$ cat config.mk
export PLATFORM = sky130hd
export DESIGN_NAME = coeff_loader
export DESIGN_NICKNAME = d
export VERILOG_FILES = /design/src/rtl/coeff_loader_pkg.sv /design/src/rtl/coeff_loader.sv
export SDC_FILE = /design/constraint.sdc
export NUM_CORES = 2
export LEC_CHECK = 0
export ABC_AREA = 0
export CORE_MARGIN = 2
export CORE_UTILIZATION = 28
export CTS_BUF_LIST = sky130_fd_sc_hd__clkbuf_8
export DETAILED_ROUTE_END_ITERATION = 8
export PLACE_DENSITY = 0.42
export SLEW_MARGIN = 10
export SYNTH_ARGS = -nofsm -noshare
export SYNTH_HDL_FRONTEND = slang
export SYNTH_SLANG_ARGS = --single-unit
$ cat constraint.sdc
create_clock -name clk -period 3.7 [get_ports clk]
set_clock_uncertainty 0.05 [all_clocks]
set_input_delay 0.74 -clock clk [delete_from_list [all_inputs] [get_ports clk]]
set_output_delay 0.74 -clock clk [all_outputs]
set_load 0.005 [all_outputs]
$ cat src/rtl/coeff_loader_pkg.sv
// Shared definitions for the coefficient loader and its receiver:
// FSM state encoding and default geometry.
package coeff_loader_pkg;

  localparam int DEFAULT_TAPS = 128;
  localparam int DEFAULT_BW   = 16;

  typedef enum logic [2:0] {
    IDLE = 3'd0,
    SYNC = 3'd1,
    SEND = 3'd2,
    WAIT = 3'd3,
    ACK  = 3'd4
  } state_t;

endpackage

$ cat src/rtl/coeff_loader.sv
// Coefficient loader: a host-written buffer streamed to a receiver as one
// gapless burst, framed by a realign pulse and a completion handshake.
module coeff_loader
  import coeff_loader_pkg::*;
#(
  parameter int TAPS    = DEFAULT_TAPS,
  parameter int BW      = DEFAULT_BW,
  parameter int TIMEOUT = 16
) (
  input  logic                        clk,
  input  logic                        rst,
  input  logic                        wr_en,
  input  logic [$clog2(TAPS)-1:0]     wr_addr,
  input  logic signed [BW-1:0]        wr_data,
  input  logic                        start,
  input  logic                        abort,
  output logic                        cfg_vld,
  output logic signed [BW-1:0]        cfg_data,
  output logic                        cfg_done_in,
  input  logic                        cfg_done_out,
  output logic                        busy,
  output logic                        done,
  output logic                        err
);

  localparam int AW = $clog2(TAPS);
  localparam int IW = AW + 1;
  localparam int TW = $clog2(TIMEOUT + 1);

  state_t                state, state_d;
  logic [IW-1:0]         idx, idx_d;
  logic [TW-1:0]         tcnt, tcnt_d;
  logic                  err_d;
  logic                  cfg_vld_d, cfg_done_in_d, busy_d, done_d;
  logic signed [BW-1:0]  cfg_data_d;

  logic [BW-1:0]         coeff_mem [TAPS];

  // Buffer is deliberately not reset; it only accepts host writes while idle.
  always_ff @(posedge clk) begin
    if (wr_en && state == IDLE) begin
      coeff_mem[wr_addr] <= wr_data;
    end
  end

  always_ff @(posedge clk or posedge rst) begin
    if (rst) begin
      state       <= IDLE;
      idx         <= '0;
      tcnt        <= '0;
      err         <= 1'b0;
      cfg_vld     <= 1'b0;
      cfg_data    <= '0;
      cfg_done_in <= 1'b0;
      busy        <= 1'b0;
      done        <= 1'b0;
    end else begin
      state       <= state_d;
      idx         <= idx_d;
      tcnt        <= tcnt_d;
      err         <= err_d;
      cfg_vld     <= cfg_vld_d;
      cfg_data    <= cfg_data_d;
      cfg_done_in <= cfg_done_in_d;
      busy        <= busy_d;
      done        <= done_d;
    end
  end

  always_comb begin
    state_d = state;
    idx_d   = idx;
    tcnt_d  = tcnt;
    err_d   = err;
    if (abort) begin
      state_d = IDLE;
    end else begin
      case (state)
        IDLE: begin
          if (start) begin
            state_d = SYNC;
            err_d   = 1'b0;
          end
        end
        SYNC: begin
          state_d = SEND;
          idx_d   = '0;
        end
        SEND: begin
          idx_d = idx + IW'(1);
          if (idx == IW'(TAPS - 1)) begin
            state_d = WAIT;
            tcnt_d  = '0;
          end
        end
        WAIT: begin
          if (cfg_done_out) begin
            state_d = ACK;
          end else if (tcnt == TW'(TIMEOUT - 1)) begin
            state_d = IDLE;
            err_d   = 1'b1;
          end else begin
            tcnt_d = tcnt + TW'(1);
          end
        end
        ACK:     state_d = IDLE;
        default: state_d = IDLE;
      endcase
    end
  end

  // Outputs are decoded from the next state so they appear registered in
  // the same cycle the FSM occupies that state.
  always_comb begin
    cfg_vld_d     = (state_d == SEND);
    cfg_done_in_d = (state_d == SYNC) || (state_d == ACK);
    done_d        = (state_d == ACK);
    busy_d        = (state_d != IDLE);
    cfg_data_d    = cfg_data;
    if (cfg_vld_d) begin
      cfg_data_d = coeff_mem[idx_d[AW-1:0]];
    end
  end

endmodule

==> metrics.yaml <==
crit_top_cell: "buf_4"
violations: "setup timing"
die_area_sq_um: 297000
final_nets: 6002
synth_common_cells: "edfxtp_1, nand2_1, mux4_2"
clkPwrFrac_pct: 30.2
cts_buffers: 364
synth_area_sq_um: 82000
row_count: 198
internal-power_mw: 44.3
critPathTopFamily: "compound AO/OA/AOI/OAI gates"
cts_root_buffer: "clkbuf_8"
postLayoutSetupSlackWorst_ns: -0.0488
report.final.hold_viol_count: 0
ys.flop_type: "edfxtp_1"
setup_viol: 1
first_iter_violations: 5686
synth-edff-count: 2048
fmax_mhz: 267
ios: 50
initial_core_util_pct: 28.2
drive_gt1_share_pct: 29.7
synth_cell_types: 87
drt-total-wl_mm: 308
syn_area_per_cell_sq_um: 16.6
worst_ep_arrival_time_ns: 4.61
crit_type: "register to register"
switchingPower_mw: 21.7
slowest_stage: "dfrtp_2"
area_growth_pct: 25.7
maxSlewHeadroom_pct: 24.8
leakagePower_nw: 34.7
powerDensity_nw_per_um2: 641
clock_latency_ns: 1.00
worstPathRequired_ns: 4.56
grt_overflow: 0
yosysMostFrequentCell: "edfxtp_1"
multi_input_comb_area_sq_um: 18700
port_buffers: 49
core_sq_um: 291000
clockBufferDepth: 4
place_hpwl_mm: 199
grt_pass1_wl_mm: 422
synth_nets: 4980
grt_pass1_vias: 50800
cts_tree: "built"
swShare_pct: 32.9
seq_area_sq_um: 62400
fp.dieH_um: 545
grt_max_degree: 129
cts_max_level: 5
fillCellCount: 28000
clk_pin_slew_ns: 0.06
worst_pin_slew_ns: 1.13
yosys_warnings: 0
max_cap_viol_count: 0
dpl.cell_count: 9442
peakVddDrop_mv: 0.350
vias_per_cell: 5.05
ys_ff_latch: 2085
yosys.area.top_type: "edfxtp_1"
dieWidth_um: 545
crit_chain: "buf_4 -> and4b_1 -> o211ai_1 -> nor2_4 -> buf_6 -> nand2_2 -> buf_12 -> buf_4 -> buf_4 -> a311o_1 -> and3_1 -> a211o_4 -> a31oi_4 -> a221o_1"
wire_per_inst_um: 30.4
total_power_mw: 66.1
path_buf_inv: 5
cp_max_fo: 6
power_frac_seq_pct: 40.0
finish.utilization_pct: 35.4
crit_path_start_kind: "register"
first_pass_iters: 5
status: "finished with violations"
finalNonFillerCells: 10200
vias: 51300
gp_congestion: 0.872
track_usage_pct: 20.1
seq_area_frac_synth_pct: 76.1
crit_path_end_kind: "register"
finalCritPeriodShare_pct: 101
synth_top_cell_area_share_pct: 75.0
antenna_found_initial: 29
slowest_delay_ns: 0.46
syn_inst: 4948
ys_top_cells_by_area: "edfxtp_1, mux4_2, nand2_1"
synthArstFlopShare_pct: 1.77
hp-class: "input pin to register"
antenna_left: 0
numClockSinks: 2085
post-route-min-period_ns: 3.75
comb_power_share_pct: 29.8
drv_slew: 0
rsz0062_at_grt: "true"
drc: 0
flip-flops by register name, summed over array words and instances, names as in the netlist:
name,flops
busy,1
cfg_done_in,1
state,3
cfg_vld,1
err,1
done,1
cfg_data,16
idx,8
tcnt,5
coeff_mem,2048
through the flow:
step           setup TNS, ns  instance area [sq um]  hold slack [ns]  worst slack (ns)
2_1_floorplan              0                  82000            0.436             0.399
3_3_place_gp          -22.65                  94200            0.471             -1.94
3_5_place_dp          -22.57                  94200            0.482             -1.77
4_1_cts              -0.0869                 102000           0.0994           -0.0550
5_1_grt               -0.645                 103000            0.149            -0.138
6_report             -0.0488                 103000            0.190           -0.0488
routing by layer:
metal / up-vias / global-route usage, % / wire length [um] / share of wire, %
li1: 21700 / - / - / -
met1: 27100 / 27.4 / 132000 / 43
met2: 1956 / 32.4 / 145000 / 47
met3: 462 / 3.19 / 20000 / 6.5
met4: 6 / 7.30 / 11300 / 3.7
met5: - / 0 / 36 / 0.012
worst reg2reg max path, stage by stage, from the launching register on:
cell and delay [ns]:
dfrtp_2 0.46, buf_4 0.16, and4b_1 0.28, o211ai_1 0.15, nor2_4 0.32, buf_6 0.20, nand2_2 0.09, buf_12 0.16
buf_4 0.15, buf_4 0.18, a311o_1 0.36, and3_1 0.25, a211o_4 0.38, a31oi_4 0.32, a221o_1 0.16
kinds of logic (layout without fill, tap and decap cells):
family,Yosys count,in the layout,share of synthesized area [%]
AOI/OAI and AO/OA,811,811,6.84
xor gates and xnor gates,4,4,0.0427
adders and majority gates,3,3,0.0458
buffers and inverters,324,1611,2.52
DFF,2085,2085,76.1
muxes,290,290,6.87
other,0,15,0
and+or+nand+nor,1431,1431,7.60
cell type report:
cell class              instances  share of cell area [%]
flip-flops and latches       2085                    60.5
multi-input cells            2539                    18.2
repair buffers                966                    10.0
clock buffers                 386                    5.15
well taps                    3900                    4.73
clock inverters               245                    1.28
inverters                      13                   0.104
diodes                         15                  0.0364
repair inverters                1                  0.0109
power groups by stage:
stage | Sequential [mW] | Combinational, mW | Clock (mW)
after CTS | 26.4 | 19.0 | 20.5
after global routing | 26.4 | 20.5 | 21.4
after global placement | 26.9 | 17.8 | 0
after floorplan | 26.7 | 8.36 | 0
final | 26.4 | 19.7 | 20.0
after detailed placement | 26.9 | 17.7 | 0
cell usage in the layout, fill, tap and decap left out, drive strengths merged, types with 107 or more instances in the layout:
cell type,Yosys,final
edfxtp,2048,2048
buf,231,921
nand2,835,835
clkbuf,80,391
mux4,217,217
nor2,202,202
a21oi,187,187
nand3,166,166
inv,12,139
a211oi,111,111
clkinv,1,107
worst paths after layout:
check	startpoint	cells after the start	end	slack, ns
worst max-delay path	state[0]	14	cfg_data[10]	-0.05
worst min-delay path	wr_data[11]	1	coeff_mem[59][11]	0.19
worst max register to register	state[0]	14	cfg_data[10]	-0.05
worst min register to register	tcnt[4]	2	tcnt[4]	0.49
max in group asynchronous	rst	4	cfg_data[1]	2.35
min in group asynchronous	rst	3	cfg_data[5]	0.47
timing repair:
item	in CTS	in global routing
hold buffers	1	0
hold endpoints to repair	1	0
gates resized for setup	167	110
endpoints found under the setup margin	16	16
pin swaps	36	42
gates cloned	9	5
setup buffers	29	24
Power figures use the tool's default switching activity.
